[src/rtl/scan_unloader_pkg.sv]
// Shared types and constants for the scan unloader.
//   state_e        : frame FSM states (IDLE / SHIFT / PARITY)
//   DEFAULT_WIDTH  : default snapshot width in bits
package scan_unloader_pkg;
  localparam int DEFAULT_WIDTH = 32;

  typedef enum logic [1:0] {
    IDLE   = 2'd0,
    SHIFT  = 2'd1,
    PARITY = 2'd2
  } state_e;
endpackage

[src/rtl/scan_unloader_if.sv]
// Capture/serial-out bundle for the scan unloader.
//   CAP_REQ/CAP_DATA : capture request and parallel snapshot (to unloader)
//   SO_RDY           : consumer accepts SO this cycle (to unloader)
//   SO/SO_VLD        : serial bit and its valid (from unloader)
//   SO_SOF/SO_PAR    : first-bit / parity-bit markers (from unloader)
//   BUSY/DONE/OVR    : status, frame-done pulse, ignored-request pulse
// master = producer/consumer side, slave = the unloader.
interface scan_unloader_if
  import scan_unloader_pkg::*;
#(
  parameter int WIDTH = DEFAULT_WIDTH
);
  logic             CAP_REQ;
  logic [WIDTH-1:0] CAP_DATA;
  logic             SO;
  logic             SO_VLD;
  logic             SO_RDY;
  logic             SO_SOF;
  logic             SO_PAR;
  logic             BUSY;
  logic             DONE;
  logic             OVR;

  modport master (
    output CAP_REQ, CAP_DATA, SO_RDY,
    input  SO, SO_VLD, SO_SOF, SO_PAR, BUSY, DONE, OVR
  );

  modport slave (
    input  CAP_REQ, CAP_DATA, SO_RDY,
    output SO, SO_VLD, SO_SOF, SO_PAR, BUSY, DONE, OVR
  );
endinterface

[src/rtl/scan_unloader_dp.sv]
// Datapath of the scan unloader: shift register, bit counter, parity latch.
//   CK, RN      : clock, async active-low reset
//   load_i      : capture data_i, counter := WIDTH, parity := ^data_i
//   shift_i     : shift left one bit, count down
//   data_i      : parallel snapshot
//   msb_o       : current serial bit (shift-register MSB)
//   par_o       : latched even-parity bit
//   cnt_one_o   : counter == 1 (last data bit is on SO)
//   cnt_full_o  : counter == WIDTH (first data bit is on SO)
module scan_unloader_dp
  import scan_unloader_pkg::*;
#(
  parameter int WIDTH = DEFAULT_WIDTH
) (
  input  logic             CK,
  input  logic             RN,
  input  logic             load_i,
  input  logic             shift_i,
  input  logic [WIDTH-1:0] data_i,
  output logic             msb_o,
  output logic             par_o,
  output logic             cnt_one_o,
  output logic             cnt_full_o
);
  localparam int CW = $clog2(WIDTH + 1);

  logic [WIDTH-1:0] sr_q;
  logic [CW-1:0]    cnt_q;
  logic             par_q;

  always_ff @(posedge CK or negedge RN) begin
    if (!RN) begin
      sr_q  <= '0;
      cnt_q <= '0;
      par_q <= 1'b0;
    end else if (load_i) begin
      sr_q  <= data_i;
      cnt_q <= CW'(WIDTH);
      par_q <= ^data_i;
    end else if (shift_i) begin
      sr_q <= {sr_q[WIDTH-2:0], 1'b0};
      // Guard keeps the counter from wrapping if shift is ever asserted at 0.
      if (cnt_q != '0) cnt_q <= cnt_q - CW'(1);
    end
  end

  assign msb_o      = sr_q[WIDTH-1];
  assign par_o      = par_q;
  assign cnt_one_o  = (cnt_q == CW'(1));
  assign cnt_full_o = (cnt_q == CW'(WIDTH));
endmodule

[src/rtl/scan_unloader.sv]
// Scan unloader: captures a WIDTH-bit snapshot and streams it MSB first over a
// valid/ready serial port, followed by one even-parity bit.
//   CK, RN : clock, async active-low reset (deassertion synchronized outside)
//   bus    : scan_unloader_if.slave (capture request/data, serial out, status)
// All outputs are registers or decodes of registered state; SO_RDY and CAP_REQ
// only reach next-state logic.
module scan_unloader
  import scan_unloader_pkg::*;
#(
  parameter int WIDTH = DEFAULT_WIDTH
) (
  input  logic           CK,
  input  logic           RN,
  scan_unloader_if.slave bus
);
  state_e state_q, state_d;
  logic   done_q, done_d;
  logic   ovr_q, ovr_d;
  logic   load, shift;
  logic   msb, par, cnt_one, cnt_full;

  scan_unloader_dp #(.WIDTH(WIDTH)) u_dp (
    .CK        (CK),
    .RN        (RN),
    .load_i    (load),
    .shift_i   (shift),
    .data_i    (bus.CAP_DATA),
    .msb_o     (msb),
    .par_o     (par),
    .cnt_one_o (cnt_one),
    .cnt_full_o(cnt_full)
  );

  always_ff @(posedge CK or negedge RN) begin
    if (!RN) begin
      state_q <= IDLE;
      done_q  <= 1'b0;
      ovr_q   <= 1'b0;
    end else begin
      state_q <= state_d;
      done_q  <= done_d;
      ovr_q   <= ovr_d;
    end
  end

  always_comb begin
    state_d = state_q;
    load    = 1'b0;
    shift   = 1'b0;
    done_d  = 1'b0;
    ovr_d   = 1'b0;
    case (state_q)
      IDLE: begin
        if (bus.CAP_REQ) begin
          load    = 1'b1;
          state_d = SHIFT;
        end
      end
      SHIFT: begin
        ovr_d = bus.CAP_REQ;
        if (bus.SO_RDY) begin
          shift = 1'b1;
          if (cnt_one) state_d = PARITY;
        end
      end
      PARITY: begin
        // A request alongside the parity transfer is not flagged: the frame is
        // ending, and a held request is taken in the following IDLE cycle.
        ovr_d = bus.CAP_REQ & ~bus.SO_RDY;
        if (bus.SO_RDY) begin
          state_d = IDLE;
          done_d  = 1'b1;
        end
      end
      default: state_d = IDLE;
    endcase
  end

  assign bus.SO     = ((state_q == SHIFT) & msb) | ((state_q == PARITY) & par);
  assign bus.SO_VLD = (state_q != IDLE);
  assign bus.SO_SOF = (state_q == SHIFT) & cnt_full;
  assign bus.SO_PAR = (state_q == PARITY);
  assign bus.BUSY   = (state_q != IDLE);
  assign bus.DONE   = done_q;
  assign bus.OVR    = ovr_q;
endmodule

[src/flat_wrapper.sv]
// flat-port wrapper written by rule: the top's interface ports become plain ports
module scan_unloader_flat import scan_unloader_pkg::*;
#(
  parameter int WIDTH = DEFAULT_WIDTH
)
  (CK, RN, bus_CAP_REQ, bus_CAP_DATA, bus_SO_RDY, bus_SO, bus_SO_VLD, bus_SO_SOF, bus_SO_PAR, bus_BUSY, bus_DONE, bus_OVR);
  scan_unloader_if #(.WIDTH(WIDTH)) bus_i ();
  input  logic CK;
  input  logic RN;
  input wire logic [$bits(bus_i.CAP_REQ)-1:0] bus_CAP_REQ;
  input wire logic [$bits(bus_i.CAP_DATA)-1:0] bus_CAP_DATA;
  input wire logic [$bits(bus_i.SO_RDY)-1:0] bus_SO_RDY;
  output wire logic [$bits(bus_i.SO)-1:0] bus_SO;
  output wire logic [$bits(bus_i.SO_VLD)-1:0] bus_SO_VLD;
  output wire logic [$bits(bus_i.SO_SOF)-1:0] bus_SO_SOF;
  output wire logic [$bits(bus_i.SO_PAR)-1:0] bus_SO_PAR;
  output wire logic [$bits(bus_i.BUSY)-1:0] bus_BUSY;
  output wire logic [$bits(bus_i.DONE)-1:0] bus_DONE;
  output wire logic [$bits(bus_i.OVR)-1:0] bus_OVR;
  assign bus_i.CAP_REQ = bus_CAP_REQ;
  assign bus_i.CAP_DATA = bus_CAP_DATA;
  assign bus_i.SO_RDY = bus_SO_RDY;
  assign bus_SO = bus_i.SO;
  assign bus_SO_VLD = bus_i.SO_VLD;
  assign bus_SO_SOF = bus_i.SO_SOF;
  assign bus_SO_PAR = bus_i.SO_PAR;
  assign bus_BUSY = bus_i.BUSY;
  assign bus_DONE = bus_i.DONE;
  assign bus_OVR = bus_i.OVR;
  scan_unloader #(.WIDTH(WIDTH)) u_core (.CK(CK), .RN(RN), .bus(bus_i));
endmodule
[config.mk]
export PLATFORM = sky130hd
export DESIGN_NAME = scan_unloader_flat
export DESIGN_NICKNAME = d
export VERILOG_FILES = /design/src/rtl/scan_unloader_pkg.sv /design/src/rtl/scan_unloader_if.sv /design/src/rtl/scan_unloader_dp.sv /design/src/rtl/scan_unloader.sv /design/src/flat_wrapper.sv
export SDC_FILE = /design/constraint.sdc
export NUM_CORES = 1
export LEC_CHECK = 0
export ABC_AREA = 1
export CAP_MARGIN = 5
export CORE_UTILIZATION = 47
export DETAILED_ROUTE_END_ITERATION = 8
export PLACE_DENSITY_LB_ADDON = 0.12
export RECOVER_POWER = 100
export SYNTH_ARGS = -nofsm -noshare
export SYNTH_HDL_FRONTEND = slang
export SYNTH_SLANG_ARGS = --single-unit
[constraint.sdc]
create_clock -name CK -period 2.1 [get_ports CK]
set_input_delay 0.525 -clock CK [delete_from_list [all_inputs] [get_ports CK]]
set_output_delay 0.525 -clock CK [all_outputs]
set_load 0.01 [all_outputs]
; ---- After elaboration in Yosys (flattened, before gate mapping)
; Index checks and enable logic that the tools add are counted.
[op_classes]
add_sub_neg = 1
n_lt_le_gt_ge = 0
shift = 0
n_mux = 16
reduce_logical = 8
bitwise_logic = 6
eq_ne = 8
mul = 0
n_div = 0
[ops]
columns = operator, n
row1 = 2-to-1 mux 32 bit, 2
row2 = XOR reduction 32 bit, 1
row3 = 2-to-1 mux 6 bit, 3
row4 = 2-to-1 mux 2 bit, 4
row5 = == test 6 x 1 -> 1 bit (second input constant), 1
row6 = == test 6 bit (second input constant), 1
row7 = != test 2 bit (second input constant), 3
row8 = case mux 2 bit (3 select lines), 1
row9 = nonzero test 2 bit, 3
row10 = nonzero test 6 bit, 1
row11 = subtractor 6 x 1 -> 6 bit (second input constant), 1
row12 = 2-to-1 mux 1 bit, 5
row13 = bitwise AND 1 bit, 4
row14 = AND reduction 4 bit, 1
row15 = == test 2 x 1 -> 1 bit (second input constant), 1
row16 = == test 2 bit (second input constant), 1
row17 = zero test 2 bit, 1
row18 = != test 2 x 1 -> 1 bit (second input constant), 1
row19 = case mux 1 bit (2 select lines), 1
row20 = AND reduction 2 bit, 1
row21 = NOT 1 bit, 1
row22 = bitwise OR 1 bit, 1
[word_totals]
mem_bits_rw = 0
n_memories = 0
word_cells = 45
out_inout_bits = 7
mem_bits_ro = 0
latch_bits = 0
ff_bits = 43

; ---- Depth between registers and ports, before layout
; Gate-level depths: netlist of run 1.
[depth]
depth_word = 4
mapped_depth = 13
ltp_nobuf = 13

; ---- Cells and area by module
; Synthesis of run 1 repeated with hierarchy kept, for this count alone.
[unflattened]
cells_unflattened = 389
hier_area_um2 = 2808.9
[by_module_without_submodules]
columns = mod, instances, area_per_inst_um2, cells_per_inst, seq_area_each_um2
row1 = scan_unloader_dp, 1, 2498.6, 350, 975.9
row2 = scan_unloader, 1, 310.3, 39, 100.1

; ---- Worst setup path before layout of run 1
; Ideal clock, no wire load.
[synth_path]
kind = reg2out
start = register u_core.u_dp.cnt_q[0]
end = output bus_SO_SOF
n_path_buf = 0
t_arrival_ns = 0.998
setup_slack_ns = 0.577
stages_incl_launch_ff = 7
cell_sequence = dfrtp_1 -> inv_1 -> ha_1 -> inv_1 -> nor2_1 -> nand3_1 -> nor2_1
[synth_between]
elab_chain_len = 2
[synth_lines]
columns = item, line_no
row1 = start: declaration, scan_unloader_dp.sv:28  ; logic [CW-1:0] cnt_q;
row2 = start signal: assignment, scan_unloader_dp.sv:38  ; cnt_q <= CW'(WIDTH);
row3 = start signal: assignment, scan_unloader_dp.sv:43  ; if (cnt_q != '0) cnt_q <= cnt_q - CW'(1);
row4 = == test 6 bit, scan_unloader_dp.sv:50  ; assign cnt_full_o = (cnt_q == CW'(WIDTH));
row5 = bitwise AND 1 bit, scan_unloader.sv:81  ; assign bus.SO_SOF = (state_q == SHIFT) & cnt_full;
row6 = end: declaration, flat_wrapper.sv:15  ; output wire logic [$bits(bus_i.SO_SOF)-1:0] bus_SO_SOF;
; Every way passes these cells.

; ---- Final worst setup path of run 1
[layout_path]
start = register u_core.state_q[1]
end = output bus_SO
[layout_between]
elab_chain_len = 3
elab_cells_between_ends = 5
classes_between = eq/ne (2) / bitwise (3)
[layout_lines]
columns = item, line_no
row1 = start: declaration, scan_unloader.sv:16  ; state_e state_q, state_d;
row2 = start signal: assignment, scan_unloader.sv:40  ; state_q <= state_d;
row3 = == test 2 x 1 -> 1 bit or == test 2 bit (tied branches), scan_unloader.sv:79  ; assign bus.SO = ((state_q == SHIFT) & msb) | ((state_q == PARITY) & par);
row4 = bitwise AND 1 bit, scan_unloader.sv:79
row5 = bitwise OR 1 bit (*), scan_unloader.sv:79
row6 = end: declaration, flat_wrapper.sv:13  ; output wire logic [$bits(bus_i.SO)-1:0] bus_SO;
; Mark *: on every way between the ends. The rest lies on a longest branch, timed or not.

==> results of run 1 <==
[cell usage after synthesis, drive strengths merged]
| cell | instances | area (µm²) |
|---|---|---|
| a21oi | 5 | 25.0 |
| buf | 3 | 23.8 |
| clkbuf | 11 | 45.1 |
| dfrtp | 43 | 1080 |
| ha | 7 | 87.6 |
| inv | 64 | 240 |
| nand2 | 123 | 479 |
| nand3 | 9 | 45.0 |
| nor2 | 11 | 43.8 |
| nor3 | 1 | 5.00 |
| o211ai | 1 | 7.51 |
| o21a | 1 | 7.51 |
| o21ai | 100 | 500 |
| o22ai | 1 | 6.26 |
| or2 | 1 | 6.26 |
| xnor2 | 11 | 96.3 |
| xor2 | 10 | 87.6 |
[power groups by stage]
stage	registers, mW	logic (mW)	clock network, mW
after detailed placement	1.40	1.83	0
after CTS	1.39	1.82	0.537
final	1.38	1.75	0.521
after floorplan	1.37	1.27	0
after global routing	1.42	2.06	0.568
after global placement	1.38	1.78	0
[worst max path at each step]
stage	startpoint	end	slack, ns	depth (start not counted)
after global routing	u_core.state_q[1]	bus_SO	0.04	5
after CTS	u_core.state_q[1]	bus_SO	0.02	5
after detailed placement	u_core.state_q[1]	bus_SO	0.07	5
final	u_core.state_q[1]	bus_SO	0.13	5
after floorplan	u_core.u_dp.cnt_q[0]	bus_SO_SOF	0.58	6
after global placement	bus_CAP_DATA[26]	u_core.u_dp.par_o	0.12	12
[worst max-delay path: stages (launching register included)]
cell and delay, ns:
dfrtp_1 0.41, inv_1 0.11, ha_1 0.20, inv_1 0.09, o21ai_0 0.17, clkbuf_1 0.17
[routing by layer]
layer | vias up | GRT usage (%)
li1 | 1344 | -
met2 | 41 | 35.0
met1 | 1208 | 25.6
met3 | 4 | 4.37
met5 | - | 0
met4 | 0 | 4.91
[cell families (layout without fill, tap and decap cells)]
logic type	count (synthesis)	after routing	synth area share [%]
AND/OR/NAND/NOR	145	145	20.8
AO/OA/AOI/OAI	108	108	19.6
buffers and inverters	78	122	11.1
flip-flops	43	43	38.7
XOR/XNOR	21	21	6.61
adder cells (fa/ha/maj)	7	7	3.15
[registers in the layout, indices dropped and copies added (netlist names)]
name,cells
u_core.u_dp.sr_q,32
u_core.u_dp.cnt_q,6
u_core.state_q,2
u_core.bus.DONE,1
u_core.bus.OVR,1
u_core.u_dp.par_o,1
[per-stage QoR]
| step | hold slack, ns | util (%) |
|---|---|---|
| detailed placement | 0.481 | 58.9 |
| floorplan | 0.229 | - |
| global route | 0.514 | 59.7 |
| CTS | 0.203 | 60.3 |
| finish | 0.487 | 59.7 |
| global placement | 0.476 | 58.9 |
[final cells by class]
type                       instances  share of cell area (%)
tap                               72                    2.69
timing repair buffer              50                    14.0
clock inverter                     1                   0.149
sequential                        43                    32.1
clock buffer                       7                    2.28
inverter                          64                    7.17
multi-input combinational        281                    41.6
==> impl_metrics.ini, run 1 <==
[worst_hold_path]
worst_hold_path_type = reg2reg
min_path_cells = 1
holdPathEnd = u_core.u_dp.cnt_q[3]
hp-start = u_core.u_dp.cnt_q[3]

[synthesis]
ys_seq_area_share_pct = 38.7
syn-num-nets = 445
ys.warnings.count = 0
netlist-cell-type-count = 24
syn_inst = 402
ys_seq_elements = 43
postSynthAreaPerCell_um2 = 6.92
netlist_area_um2 = 2780

[floorplanning]
io_pins = 43
dieArea_um2 = 6230
start_util_pct = 49.6
die_w_um = 78.9
coreArea_um2 = 5610
core.rowCount = 27
die_y_um = 78.9

[global_routing]
antenna_found_initial = 0
grt_overflow_total = 0
grt_pass1_wl_um = 9990
grt.total_usage_pct = 20.2
grt_max_degree = 54
grt_pass1_vias = 2319

[routing]
met2_wirelength_um = 2720
vias = 2597
post_drt_wl_per_cell_um = 11.1
drt-met1-wl_um = 2770
wl_met3_um = 212
final_antenna_net_count = 0
drc = 0
wl_um = 5730
drtIter0Drc = 151
firstDrtPassIters = 4
viasPerCell = 5.01
highest_layer = met4

[cells_and_area]
layout_commonest_cell = nand2_1
finalNetCount = 488
final_cells = 518
fillers = 533
syn2layout_area_growth_pct = 20.3
area.sequential_um2 = 1080
diodes = 0
design_area_um2 = 3350
drive_above_1_share_pct = 5.61
multi_input_area_um2 = 1390
layout_common_cells = nand2_1, o21ai_0, inv_1, dfrtp_1, clkdlybuf4s50_1

[sta]
report.final.slew_viol_count = 0
fin_crit_sh_pct = 93.7
finClkSkew_ns = 0.00679
fin_ws_ns = 0.132
tns_ns = 0
setup_viol = 0
rsz0062_at_grt = no
max_freq_mhz = 508
fin_crit_ns = 1.97
tightestPinTransition_ns = 1.11
hold_viol_final = 0
maxSlewHeadroom_pct = 25.9

[power]
p_switching_mw = 1.50
irDropWorstVdd_uv = 499
powerDensity_nw_per_um2 = 1090
finalPower_mw = 3.65
pwr-share-seq_pct = 37.8
p_comb_share_pct = 47.9
p_int_mw = 2.15
power.share.switching_pct = 41.1
leakage_nw = 1.72
clockPowerShare_pct = 14.3

[critical_path]
cp-start-kind = flop
crit_fanout = 4
r2r_end = u_core.u_dp.sr_q[7]
rr_worst_depth = 6
reg2reg_from = u_core.state_q[1]
rrSetupSlack_ns = 0.35
worstPathRequired_ns = 1.57
crit_type = reg2out
crit_arrival_ns = 1.44
cp-end-kind = output port

[placed_design]
port_buffers = 42
gp_congestion = 0.786
post-place-ws_ns = 0.0676
place_area_um2 = 3300
hpwl_um = 4110
placed_cells = 510

[cts]
clock-sinks = 43
cts_tree = done
clk_pin_slew_ns = 0.09
h-tree-depth = 2
cts_buffer_depth = 2
cts_made_buffers = 5
cts_setup_buffers = 0
cts_resized = 6
cts_hold_buf = 0
clockRootBuffer = clkbuf_8
clk_latency_ns = 0.29

[flow_run]
cap_violations = 0

[outcome]
status = completed
Power figures use the tool's default switching activity.
==> inputs of run 2 (changes only) <==
SETUP_SLACK_MARGIN = 0.4   (was unset)
==> impl_metrics.ini, run 2 (same netlist as run 1, synthesis figures left out) <==
[cells_and_area]
largest-register = u_core.u_dp.sr_q
syn2layout_area_growth_pct = 31.0
diodes = 0
drive_above_1_share_pct = 13.3
top_regs = u_core.u_dp.sr_q x32, u_core.u_dp.cnt_q x6, u_core.state_q x2
finalNetCount = 501
layout_common_cells = nand2_1, o21ai_0, inv_1, dfrtp_1, dlymetal6s2s_1
largest_reg_flops = 32
final_cells = 531
layout_commonest_cell = nand2_1

[floorplanning]
die_w_um = 78.9
dieArea_um2 = 6230
io_pins = 43
coreArea_um2 = 5610
core.rowCount = 27
die_y_um = 78.9
start_util_pct = 49.6

[global_routing]
grt.total_usage_pct = 20.9
grt_overflow_total = 0
antenna_found_initial = 0
grt_pass1_vias = 2368
grt_pass1_wl_um = 10300
grt_max_degree = 54

[power]
powerDensity_nw_per_um2 = 1110
irDropWorstVdd_uv = 582
leakage_nw = 2.09

[routing]
viasPerCell = 5.06
post_drt_wl_per_cell_um = 12.1
final_antenna_net_count = 0
firstDrtPassIters = 4
drc = 0
wl_um = 6420
drtIter0Drc = 185
vias = 2688

[worst_hold_path]
worst_hold_path_type = in2async

[sta]
tightestPinTransition_ns = 1.11
fin_crit_sh_pct = 91.5
report.final.slew_viol_count = 0
finClkSkew_ns = 0.00906
max_freq_mhz = 521
tns_ns = 0
hold_viol_final = 0
fin_crit_ns = 1.92
rsz0062_at_grt = yes
maxSlewHeadroom_pct = 26.2
setup_viol = 0

[placed_design]
placed_cells = 510
hpwl_um = 4110
gp_congestion = 0.786
port_buffers = 42

[cts]
cts_tree = done
h-tree-depth = 2
cts_buffer_depth = 2
clk_pin_slew_ns = 0.09
clockRootBuffer = clkbuf_8
cts_made_buffers = 5
cts_hold_buf = 0
clock-sinks = 43
clk_latency_ns = 0.30

[critical_path]
critPathLaunch = u_core.state_q[1]
r2r_end = u_core.u_dp.cnt_q[5]
rrSetupSlack_ns = 0.18
crit_arrival_ns = 2.11
cp-end-kind = flop
worstPathRequired_ns = 2.29
cp-start-kind = flop
rr_worst_depth = 11
reg2reg_from = u_core.state_q[1]
crit_type = reg2reg
crit_fanout = 5
worstSetupEndpoint = u_core.u_dp.cnt_q[5]

[flow_run]
cap_violations = 0

[outcome]
status = completed
==> run 2: cell count changes in the layout (fill, tap and decap cells not counted), moves of 4 or more <==
cell / previous run / this run
buf_4: 5 / 15
clkdlybuf4s50_1: 32 / 1
dlymetal6s2s_1: 0 / 31
ha_4: 0 / 4
inv_1: 60 / 56
nor2_1: 11 / 7
o21ai_0: 95 / 91
o21ai_1: 5 / 9
xor2_1: 10 / 6
xor2_2: 0 / 4
==> run 2: layer usage <==
| metal | up-vias | part of all wire, % | global-route usage (%) |
|---|---|---|---|
| li1 | 1361 | - | - |
| met1 | 1251 | 45 | 26.3 |
| met2 | 68 | 48 | 36.4 |
| met3 | 8 | 5.2 | 4.25 |
| met4 | 0 | 1.1 | 5.64 |
| met5 | - | 0 | 0 |
==> run 2: worst min path at each step <==
stage,from,end,slack (ns),depth (start not counted)
2_1_floorplan,RN,u_core.bus.DONE,0.23,0
3_3_place_gp,u_core.u_dp.cnt_q[3],u_core.u_dp.cnt_q[3],0.48,1
4_1_cts,RN,u_core.state_q[0],0.20,2
6_report,RN,u_core.bus.OVR,0.50,2
5_1_grt,u_core.u_dp.cnt_q[3],u_core.u_dp.cnt_q[3],0.51,1
3_5_place_dp,u_core.u_dp.cnt_q[3],u_core.u_dp.cnt_q[3],0.48,1
==> run 2: what timing repair did <==
item / CTS / global route
resized for setup: 36 / 54
gates cloned: 0 / 1
pin swaps: 4 / 12
setup endpoints to repair: 6 / 11
buffers inserted: 9 / 3
endpoints found under the hold margin: 0 / 0
==> run 2: through the flow <==
step | instance area (µm²) | util, % | hold WS (ns) | setup slack [ns] | total power [mW]
finish | 3640 | 65.0 | 0.499 | 0.179 | 4.03
global placement | 3300 | 58.9 | 0.476 | 0.116 | 3.17
detailed placement | 3300 | 58.9 | 0.481 | 0.0676 | 3.24
global route | 3640 | 65.0 | 0.514 | 0.0687 | 4.42
CTS | 3480 | 62.1 | 0.203 | 0.275 | 3.94
floorplan | 2780 | - | 0.229 | 0.577 | 2.64
==> run 2: where the power goes <==
group / internal (mW) / switching [mW]
clock: 0.234 / 0.290
combinational: 0.871 / 1.25
sequential: 1.25 / 0.145
==> run 2: area by class of cell <==
class,count,area [µm²]
well taps,72,90.1
flip-flops and latches,43,1080
clock inverters,1,5.00
inverters,64,243
multi-input cells,281,1530
repair buffers,63,628
clock buffers,7,76.3
fillers,491,1960
==> run 2: worst max-delay path, stage by stage, from the launching register on <==
cell and delay [ns]:
dfrtp_1 0.40, inv_1 0.13, clkbuf_1 0.19, ha_4 0.18, buf_4 0.12, nand2_4 0.07, nand2_1 0.10, nand2_2 0.08
nor2_1 0.17, nand3_1 0.15, a21oi_2 0.16, o21ai_1 0.07
